===== src/rtl/control_juego.sv =====
// Pong match sequencer: match FSM, scores and frame-tick gated paddle pulses.
// Define CONTROL_JUEGO_AI_P2_EN to have player 2 track the ball automatically.
module control_juego #(
    parameter int unsigned WIN_SCORE    = 9,
    parameter int unsigned SERVE_FRAMES = 60,
    parameter int unsigned POINT_FRAMES = 90,
    parameter int unsigned AI_DEADBAND  = 4
) (
    input  logic       clk,
    input  logic       reset,
    input  logic       tick,
    input  logic       start,
    input  logic       p1_up,
    input  logic       p1_down,
    input  logic       p2_up,
    input  logic       p2_down,
    input  logic       miss_left,
    input  logic       miss_right,
    input  logic [9:0] ball_y,
    input  logic [9:0] p2_y,
    output logic       p1_up_o,
    output logic       p1_down_o,
    output logic       p2_up_o,
    output logic       p2_down_o,
    output logic       paddle_center,
    output logic       ball_run,
    output logic       serve_dir,
    output logic [3:0] score1,
    output logic [3:0] score2,
    output logic [1:0] winner,
    output logic [2:0] state
);

    typedef enum logic [2:0] {
        StIdle     = 3'd0,
        StServe    = 3'd1,
        StPlay     = 3'd2,
        StPoint    = 3'd3,
        StGameOver = 3'd4
    } state_e;

    localparam logic [3:0] WinScore    = 4'(WIN_SCORE);
    localparam logic [7:0] ServeFrames = 8'(SERVE_FRAMES);
    localparam logic [7:0] PointFrames = 8'(POINT_FRAMES);

    state_e     state_q, state_d;
    logic [7:0] cnt_q, cnt_d;
    logic [3:0] score1_q, score1_d, score2_q, score2_d;
    logic [1:0] winner_q, winner_d;
    logic       serve_dir_q, serve_dir_d;
    logic       center_q, center_d;
    logic       ball_run_q, ball_run_d;
    logic       start_q;
    logic       p1_up_q, p1_down_q, p2_up_q, p2_down_q;
    logic       p1_up_d, p1_down_d, p2_up_d, p2_down_d;
    logic       start_edge, move_en;
    logic       p2_up_req, p2_down_req;

    assign start_edge = start & ~start_q;
    assign move_en    = (state_q == StServe) || (state_q == StPlay);

`ifdef CONTROL_JUEGO_AI_P2_EN
    logic [10:0] ball_y_w, p2_y_w;
    logic        unused_p2_buttons;

    assign ball_y_w          = {1'b0, ball_y};
    assign p2_y_w            = {1'b0, p2_y};
    assign p2_up_req         = ball_y_w > (p2_y_w + 11'(AI_DEADBAND));
    assign p2_down_req       = (ball_y_w + 11'(AI_DEADBAND)) < p2_y_w;
    assign unused_p2_buttons = p2_up ^ p2_down;
`else
    logic unused_ai;

    assign p2_up_req   = p2_up;
    assign p2_down_req = p2_down;
    assign unused_ai   = ^{ball_y, p2_y, 10'(AI_DEADBAND)};
`endif

    always_comb begin
        state_d     = state_q;
        cnt_d       = cnt_q;
        score1_d    = score1_q;
        score2_d    = score2_q;
        winner_d    = winner_q;
        serve_dir_d = serve_dir_q;
        center_d    = 1'b0;

        case (state_q)
            StIdle, StGameOver: begin
                if (start_edge) begin
                    state_d     = StServe;
                    score1_d    = 4'd0;
                    score2_d    = 4'd0;
                    winner_d    = 2'b00;
                    serve_dir_d = 1'b1;
                    center_d    = 1'b1;
                end
            end
            StServe: begin
                if (tick) begin
                    cnt_d = cnt_q + 8'd1;
                    if (cnt_q + 8'd1 == ServeFrames) begin
                        state_d = StPlay;
                    end
                end
            end
            StPlay: begin
                if (miss_left && miss_right) begin
                    state_d = StPoint;
                end else if (miss_left) begin
                    if (score2_q < WinScore) score2_d = score2_q + 4'd1;
                    serve_dir_d = 1'b0;
                    state_d     = StPoint;
                end else if (miss_right) begin
                    if (score1_q < WinScore) score1_d = score1_q + 4'd1;
                    serve_dir_d = 1'b1;
                    state_d     = StPoint;
                end
            end
            StPoint: begin
                if (tick) begin
                    cnt_d = cnt_q + 8'd1;
                    if (cnt_q + 8'd1 == PointFrames) begin
                        if (score1_q == WinScore || score2_q == WinScore) begin
                            state_d  = StGameOver;
                            winner_d = (score1_q == WinScore) ? 2'b01 : 2'b10;
                        end else begin
                            state_d  = StServe;
                            center_d = 1'b1;
                        end
                    end
                end
            end
            default: state_d = StIdle;
        endcase

        if (state_d != state_q) cnt_d = 8'd0;

        // Gating uses the current state, so a tick coinciding with a transition still moves.
        ball_run_d = (state_q == StPlay);
        p1_up_d    = tick & p1_up & ~p1_down & move_en;
        p1_down_d  = tick & p1_down & ~p1_up & move_en;
        p2_up_d    = tick & p2_up_req & ~p2_down_req & move_en;
        p2_down_d  = tick & p2_down_req & ~p2_up_req & move_en;
    end

    always_ff @(posedge clk) begin
        if (reset) begin
            state_q     <= StIdle;
            cnt_q       <= 8'd0;
            score1_q    <= 4'd0;
            score2_q    <= 4'd0;
            winner_q    <= 2'b00;
            serve_dir_q <= 1'b0;
            center_q    <= 1'b0;
            ball_run_q  <= 1'b0;
            start_q     <= 1'b1;
            p1_up_q     <= 1'b0;
            p1_down_q   <= 1'b0;
            p2_up_q     <= 1'b0;
            p2_down_q   <= 1'b0;
        end else begin
            state_q     <= state_d;
            cnt_q       <= cnt_d;
            score1_q    <= score1_d;
            score2_q    <= score2_d;
            winner_q    <= winner_d;
            serve_dir_q <= serve_dir_d;
            center_q    <= center_d;
            ball_run_q  <= ball_run_d;
            start_q     <= start;
            p1_up_q     <= p1_up_d;
            p1_down_q   <= p1_down_d;
            p2_up_q     <= p2_up_d;
            p2_down_q   <= p2_down_d;
        end
    end

    assign p1_up_o       = p1_up_q;
    assign p1_down_o     = p1_down_q;
    assign p2_up_o       = p2_up_q;
    assign p2_down_o     = p2_down_q;
    assign paddle_center = center_q;
    assign ball_run      = ball_run_q;
    assign serve_dir     = serve_dir_q;
    assign score1        = score1_q;
    assign score2        = score2_q;
    assign winner        = winner_q;
    assign state         = state_q;

endmodule


===== config.mk =====
export PLATFORM = sky130hd
export DESIGN_NAME = control_juego
export DESIGN_NICKNAME = d
export VERILOG_FILES = /design/src/rtl/control_juego.sv
export SDC_FILE = /design/constraint.sdc
export NUM_CORES = 1
export LEC_CHECK = 0
export ABC_CLOCK_PERIOD_IN_PS = 2060
export CORE_MARGIN = 2
export CORE_UTILIZATION = 39
export DETAILED_ROUTE_END_ITERATION = 16
export GPL_TIMING_DRIVEN = 0
export PLACE_DENSITY = 0.71
export SLEW_MARGIN = 25
export SYNTH_ARGS = -nofsm -noshare
export SYNTH_HDL_FRONTEND = slang
export SYNTH_SLANG_ARGS = --single-unit

===== constraint.sdc =====
create_clock -name clk -period 2.06 [get_ports clk]
set_input_delay 0.309 -clock clk [delete_from_list [all_inputs] [get_ports clk]]
set_output_delay 0.309 -clock clk [all_outputs]
set_load 0.01 [all_outputs]

# Yosys cells after proc, flatten, opt, wreduce, memory -nomap -nowiden
# Cells that the tools add are included.
classes:
  addsub: 3
  magnitude_cmp: 2
  eq_ne: 20
  n_mux: 36
  bitwise_logic: 18
  reduce_logical: 14
op_table:
  columns: ["operator", "count"]
  rows:
  - ["$mux 4", 8]
  - ["$mux 3", 9]
  - ["$ne 2x2->1 const B", 8]
  - ["$pmux 4 s2", 2]
  - ["$and 1x1->1", 13]
  - ["$pmux 3 s4", 1]
  - ["$mux 2", 5]
  - ["$reduce_and 5->1", 2]
  - ["$add 4x1->4 const B", 2]
  - ["$add 8x1->8 const B", 1]
  - ["$eq 4x4->1 const B", 2]
  - ["$eq 8x6->1 const B", 1]
  - ["$eq 8x7->1 const B", 1]
  - ["$lt 4x4->1 const B", 2]
  - ["$mux 1", 8]
  - ["$eq 3x2->1 const B", 2]
  - ["$reduce_and 6->1", 1]
  - ["$reduce_or 2->1", 3]
  - ["$not 1->1", 5]
  - ["$ne 2x1->1 const B", 2]
  - ["$pmux 1 s2", 2]
  - ["$pmux 2 s2", 1]
  - ["$reduce_and 4->1", 1]
  - ["$reduce_bool 2->1", 2]
  - ["other kinds (8)", 9]
word_totals:
  register_bits: 29
  inputBits: 30
  out_inout_bits: 20
  wordCells: 106

# Depth between registers and ports, before layout
# Gate-level depths: netlist of run 1.
logic_depth:
  ltp_word: 8
  ltp_mapped: 9
  mapped_depth_nobuf: 8

# Least setup slack after synthesis of run 1
# Ideal clock, no wire load.
synth_path:
  kind: "register -> register"
  from: "register cnt_q[0]"
  to: "register cnt_q[0]"
  setup_ps: 139
  arrival_time_ps: 1910
  required_time_ps: 1921
  setup_slack_ps: 12
  path_stages_with_launch: 9
  n_path_buf: 1
  period_less_slack_ps: 2048
  cell_sequence: "dfxtp_1 > ha_1 > buf_2 > nand2_1 > nor2_2 > xor2_2 > a31oi_2 > o31ai_4 > nor4_2"
synth_via:
  elab_chain_len: 7
  elab_cells_between_ends: 10
  classes_between: "1 x add/sub; 3 x eq/ne; 5 x mux; 1 x reduce/logical"
synth_rtl:
  columns: ["item", "line", "source"]
  rows:
  - ["from (decl)", "47", "logic [7:0] cnt_q, cnt_d;"]
  - ["from (signal assigned)", "164", "cnt_q <= cnt_d;"]
  - ["$add 8x1->8 (*)", null, null]
  - ["$eq 8x7->1 / $eq 8x6->1 (equally long branches)", "123, 102", null]
  - ["$mux 3 (on tied branches)", "123, 102", null]
  - ["$mux 3 (on tied branches)", "121, 100", null]
  - ["$pmux 3 s4", "88", "case (state_q)"]
  - ["$ne 3x3->1", "137", "if (state_d != state_q) cnt_d = 8'd0;"]
  - ["$reduce_or 2->1 (no line)", null, null]
# Every way passes the cells marked *; elsewhere a longest branch is shown, timed or not.
# A chain may end at the register's enable or synchronous reset.

# Worst setup path in the final report of run 1
layout_path:
  from: "register cnt_q[1]"
  to: "register winner_q[1] (netlist: winner[1])"
layout_via:
  elab_chain_len: 4
layout_rtl:
  columns: ["item", "line", "source"]
  rows:
  - ["$add 8x1->8", "123", "if (cnt_q + 8'd1 == PointFrames) begin"]
  - ["$eq 8x7->1", "123", null]
  - ["$ne 2x2->1 (no line)", null, null]
  - ["$reduce_and 5->1 (no line)", null, null]
  - ["to (signal assigned)", "167", "winner_q <= winner_d;"]
  - ["to (decl)", "49", "logic [1:0] winner_q, winner_d;"]
# No other way between the ends.

==> results.toml, run 1 <==
[place]
port-buffer-count = 29
gp_congestion = 0.8147
hpwl_um = 2579
place_ws_ps = -316.1

[min_path]
hold_depth = 2
hold_path.class = "reg2reg"
holdPathEnd = "winner[1]"
hold_path_startpoint = "winner[1]"

[sta]
setup-violations-final = 0
hold_viol = 0
fmax_mhz = 508.1
whs_ps = 455.3
fin_crit_sh = 0.9554
slew_violations = 0
fin_setup_tns_ps = 0
clock-skew-final_ps = 10.37
relSlewSlack = 0.5488
fin_ws_ps = 91.86
worst_pin_slew_ps = 671.7
min_period_ps = 1968
rsz0062_at_grt = "true"

[global_route]
grt_max_degree = 11
first_global_vias = 1358
grt_pass1_wl_um = 6003
antenna_found_initial = 0
grtUsageTotal = 0.1521
overflow = 0

[die]
die_h_um = 69.57
core_sq_mm = 0.004058
start_util = 0.4132
die-area_sq_mm = 0.004839
row_count = 23
ios = 50
die_w_um = 69.57

[detailed_routing]
drtAntennaViolNets = 0
drc = 0
wirelength_um = 3659
drt-vias-per-instance = 5.181
drt_iter0_markers = 53
first_pass_iters = 4
vias = 1456
post_drt_wl_per_cell_um = 13.02

[power]
power.share.clock = 0.441
p_sw_frac = 0.2335
p_leak_nw = 0.7700
p_per_area_mw_per_mm2 = 535.1
peakVddDrop_v = 0.0004091
intPower_w = 0.0009125
p_seq_frac = 0.478
p_switching_w = 0.0002779
combPwrFrac = 0.082

[cts]
numCtsBuffers = 5
cts.path.max_buffers = 2
htree_levels = 2
clk_pin_slew_ps = 70
numClockSinks = 29
cts_tree = "built"
worstSkewPairLatency_ps = 280
root_buffer = "clkbuf_8"
cts_hold_buffers = 0

[outcome]
status = "finished clean"

[worst_setup_path]
reg2reg_depth = 7
r2r_start = "cnt_q[1]"
start_kind = "register"
path_class = "reg2reg"
crit_path_end_kind = "register"
rr_endpoint = "winner[1]"
cp.required_ps = 2270
r2r_setup_slack_ps = 90
worstPathMaxFanout = 7
cp.arrival_ps = 2180

[synth]
postSynthCellCount = 187
synthTopCellsByArea = "dfxtp_1 35%, ha_1 6.0%, nor4_2 6.0%, xnor2_1 3.7%, nor2_1 3.6%"
synth_warnings = 0
synth_area_sq_mm = 0.001677
synth_top_cell_area_share = 0.3463
synthArstFlopShare = 0
yosysTopAreaCell = "dfxtp_1"
synth-seq-cells = 29
synthDistinctLibCells = 51
synth_ff_type = "dfxtp_1"
synth_edf_count = 0
yosysSeqAreaShare = 0.3463
syn_area_per_cell_sq_um = 8.966
synth_fp_nets = 225

[cells_and_area]
final_common_cell = "clkdlybuf4s50_1"
final_util = 0.5483
area.growth.synth_to_final_pct = 32.69
final_cell_mix = "29 x clkdlybuf4s50_1, 27 x dfxtp_1, 16 x nor2_1, 14 x nand2_1, 11 x inv_1"
diodes = 0
drive_above_1_share = 0.1991
layout.nets = 268

[flow_run]
cap_violations = 0
## how the worst max path moves through the flow
stage | startpoint | to
floorplan | cnt_q[0] | cnt_q[0]
global placement | cnt_q[0] | cnt_q[7]
detailed placement | cnt_q[0] | cnt_q[5]
CTS | cnt_q[1] | cnt_q[3]
global route | cnt_q[1] | winner[1]
finish | cnt_q[1] | winner[1]
## cells by family after synthesis
group                      after synthesis  synth area share
and+or+nand+nor                         84            0.3224
muxes                                    1          0.005970
buffers and inverters                   19           0.05149
adders and majority gates                8           0.05970
DFF                                     29            0.3463
xor gates and xnor gates                13           0.07239
AOI/OAI and AO/OA                       33            0.1418
## synth_stat cells (all sizes together) (2+ instances only)
cell type  number
dfxtp          29
nor2           17
nand2          14
inv            11
nor4           10
o21ai          10
ha              8
nor3            7
xnor2           7
a31oi           6
buf             6
nor3b           6
xor2            6
a21oi           5
nand2b          5
nand3           5
nand3b          4
nor2b           4
nand4           3
a21o            2
clkbuf          2
nand4b          2
or2             2
or3             2
## power by group through the flow
stage	combinational, W	clock (W)	sequential [W]
4_1_cts	0.0000965	0.000537	0.000569
3_3_place_gp	0.0000881	0	0.000585
6_report	0.0000971	0.000524	0.000569
5_1_grt	0.000105	0.000561	0.000570
3_5_place_dp	0.0000890	0	0.000585
2_1_floorplan	0.0000459	0	0.000586
## per-stage QoR
step	power, W	std cells	cell area [sq um]
after floorplan	0.0006318	187	1677
after global placement	0.0006729	266	2029
after detailed placement	0.0006737	266	2029
after CTS	0.001202	279	2181
after global routing	0.001236	281	2225
final	0.001190	281	2225
## worst max-delay path, stage by stage (launching register included)
cell      delay [ps]
dfxtp_4          360
ha_4             180
nand2b_1         150
a221oi_2         270
o211a_2          260
nand4b_1         210
or3_1            400
o21ai_1           70
## timing repair
action | CTS | global route
pin swaps | 4 | 3
setup endpoints to repair | 12 | 14
gates resized for setup | 5 | 4
gates cloned | 0 | 0
buffers inserted | 6 | 2
## routing by layer
layer	wire (um)	vias up	GRT usage	part of all wire
met1	1774	672	0.2047	0.48
met3	175	7	0.03634	0.048
met5	0	-	0	0
li1	-	743	-	-
met2	1653	34	0.2361	0.45
met4	55	0	0.05664	0.015
## cell type report
type | count | area [sq um]
Buffer | 7 | 40.04
Multi-Input combinational cell | 139 | 1041
Inverter | 11 | 41.29
Clock buffer | 7 | 96.34
Tap cell | 50 | 62.56
Timing Repair Buffer | 37 | 350.3
Fill cell | 384 | 1833
Clock inverter | 1 | 5.005
Sequential cell | 29 | 588.1
## flip-flops by register name, summed over array words and instances (netlist names), 2 cells and up
name,count
state,3
score1,4
score2,4
cnt_q,8
winner,2
Power figures use the tool's default switching activity.
==> run 2: changes to the inputs <==
- ABC_AREA: default -> 1
- PLACE_DENSITY: 0.71 -> 0.72
==> run 2 against run 1 <==
Net effect: hold slack got worse by 5.1 ps; cell area decreased by 6.5%; register-to-register slack improved by 90 ps; routed wire length decreased by 6.8%; total power increased by 11%; critical endpoint is now cnt_q[1]; largest cell class unchanged.
==> results.toml, run 2 <==
[worst_setup_path]
cp.required_ps = 2270
cp_slowest_cell = "dfxtp_2"
slowest_delay_ps = 390
start_kind = "register"
worstPathMaxFanout = 8
cp.arrival_ps = 2100
crit_buf_inv = 0
crit_chain = "ha_2, nand4_1, nand2_1, nand2_1, nor2_1, nand3_2, o21bai_4, nand3_2, nand2_2, nand3_4, nor2_1"
critPathTopFamily = "simple AND/OR/NAND/NOR gates"
crit_path_end_kind = "register"
path_class = "reg2reg"

[synth]
synthTopCellsByArea = "dfxtp_1 36%, nand2_1 9.6%, inv_1 9.4%, nor2_1 7.3%, ha_1 6.3%"
synthTopCellsByCount = "41 x nand2_1, 40 x inv_1, 31 x nor2_1, 29 x dfxtp_1, 16 x a21oi_1"
yosysTopAreaCell = "dfxtp_1"
synth_most_common_cell = "nand2_1"
synth-seq-cells = 29
synth_ff_type = "dfxtp_1"
syn_area_per_cell_sq_um = 7.019
synthDistinctLibCells = 30
synthArstFlopShare = 0
synth_area_sq_mm = 0.001600
yosysSeqAreaShare = 0.3628
synth_warnings = 0
synth_fp_nets = 266
postSynthCellCount = 228
synth_edf_count = 0
synth_top_cell_area_share = 0.3628

[cells_and_area]
final_common_cell = "nand2_1"
largest_register_ffs = 8
drive_above_1_share = 0.09811
regMostFlops = "cnt_q"
diodes = 0
final_cell_mix = "41 x nand2_1, 40 x inv_1, 31 x nor2_1, 29 x clkdlybuf4s50_1, 27 x dfxtp_1"
layout.nets = 302
final_cells = 315
fillerInstances = 410
area.growth.synth_to_final_pct = 30.02

[die]
ios = 50
core_sq_mm = 0.003971
die-area_sq_mm = 0.004631
die_h_um = 68.06
row_count = 23
start_util = 0.4030
die_w_um = 68.06

[detailed_routing]
first_pass_iters = 4
vias = 1491
drc = 0
drtAntennaViolNets = 0
post_drt_wl_per_cell_um = 10.83
drt_iter0_markers = 40
wirelength_um = 3410
drt-vias-per-instance = 4.733

[cts]
root_buffer = "clkbuf_8"
cts.path.max_buffers = 2
clk_pin_slew_ps = 70
htree_levels = 2
cts_tree = "built"
numClockSinks = 29
worstSkewPairLatency_ps = 290
cts_setup_buffers = 0
numCtsBuffers = 5

[flow_run]
cap_violations = 0

[sta]
fin_setup_tns_ps = 0
rsz0062_at_grt = "false"
clock-skew-final_ps = 8.057
slew_violations = 0
hold_viol = 0
fmax_mhz = 531.2
fin_crit_sh = 0.9139
setup-violations-final = 0
relSlewSlack = 0.6542
worst_pin_slew_ps = 516.5
min_period_ps = 1883

[power]
peakVddDrop_v = 0.0003520
p_per_area_mw_per_mm2 = 636.2
p_leak_nw = 0.8505

[global_route]
first_global_vias = 1359
grt_max_degree = 11
antenna_found_initial = 0
overflow = 0
grt_pass1_wl_um = 5444
grtUsageTotal = 0.1602

[place]
gp_congestion = 0.7744
port-buffer-count = 29
placed_cells = 307
hpwl_um = 2590

[min_path]
hold_path.class = "reg2reg"

[outcome]
status = "finished clean"
==> run 2: changes by cell type in the layout (fill, tap and decap cells not counted), moves of 5 or more <==
cell / delta
a21oi_1: +11
buf_4: -8
inv_1: +29
nand2_1: +27
nand2b_1: -5
nand3_1: +6
nor2_1: +15
nor4_2: -8
o21ai_0: +5
xnor2_1: -5
xor2_1: -5
==> run 2: power by group <==
group          switching (W)  internal (W)  total [W]
Combinational      0.0000664     0.0000541   0.000120
Sequential         0.0000123      0.000574   0.000586
Clock               0.000223      0.000394   0.000617
Total               0.000302       0.00102    0.00132
==> run 2: kinds of logic (layout without fill, tap and decap cells) <==
| kind of cell | after synthesis | after routing | synth area share |
|---|---|---|---|
| buf+inv | 44 | 81 | 0.1055 |
| xor+xnor | 2 | 2 | 0.01095 |
| fa+ha+maj | 8 | 8 | 0.06255 |
| simple gates | 104 | 104 | 0.3065 |
| compound gates | 41 | 41 | 0.1517 |
| flops | 29 | 29 | 0.3628 |
==> run 2: path summary, 6_finish.rpt <==
path              from   endpoint  slack (ps)  cells past startpoint
max           cnt_q[0]   cnt_q[1]         180                     11
min          serve_dir  serve_dir         450                      2
max reg2reg   cnt_q[0]   cnt_q[1]         180                     11
min reg2reg  serve_dir  serve_dir         450                      2
==> run 2: area by class of cell <==
class                      count  area [sq um]  area share
multi-input combinational    155         859.6      0.4131
sequential                    29         583.1      0.2802
timing repair buffer          29         290.3      0.1395
inverter                      42         157.7     0.07577
clock buffer                   7         86.33     0.04149
tap                           50         62.56     0.03007
clock inverter                 1         30.03     0.01443
buffer                         2         11.26    0.005412
==> run 2: metrics by stage <==
stage / cell area, sq um / total power [W] / hold WS (ps) / utilization / setup WS (ps)
2_1_floorplan: 1600 / 0.0006659 / 385.4 / - / 316.8
5_1_grt: 2081 / 0.001372 / 486.2 / 0.5239 / 22.37
6_report: 2081 / 0.001324 / 450.1 / 0.5239 / 177.5
3_3_place_gp: 1953 / 0.0007173 / 441.9 / 0.4918 / -45.16
4_1_cts: 2069 / 0.001339 / 453.5 / 0.5211 / 35.87
3_5_place_dp: 1953 / 0.0007189 / 442.4 / 0.4918 / -88.06
==> run 2: worst reg2reg max path, delay by kind of cell (launching register included) <==
family	cells	cell delay, ps
AO/OA/AOI/OAI	1	200
adder cells (fa/ha/maj)	1	250
flip-flops	1	390
AND/OR/NAND/NOR	9	960
==> run 2: per-layer routing <==
| metal | vias to the layer above | part of all wire | GRT usage |
|---|---|---|---|
| li1 | 811 | - | - |
| met4 | 0 | 0.022 | 0.08750 |
| met2 | 23 | 0.47 | 0.2755 |
| met5 | - | 0 | 0 |
| met3 | 7 | 0.033 | 0.04276 |
| met1 | 650 | 0.47 | 0.1787 |
==> run 2: timing repair <==
action	in CTS	in global routing
setup endpoints to repair	0	11
gates resized for setup	0	4
hold buffers	0	0
==> run 3: changes to the inputs <==
- SLEW_MARGIN: 25 -> default
==> results of run 3 <==
The final DEF is identical to that of run 2; final timing and power are the same.
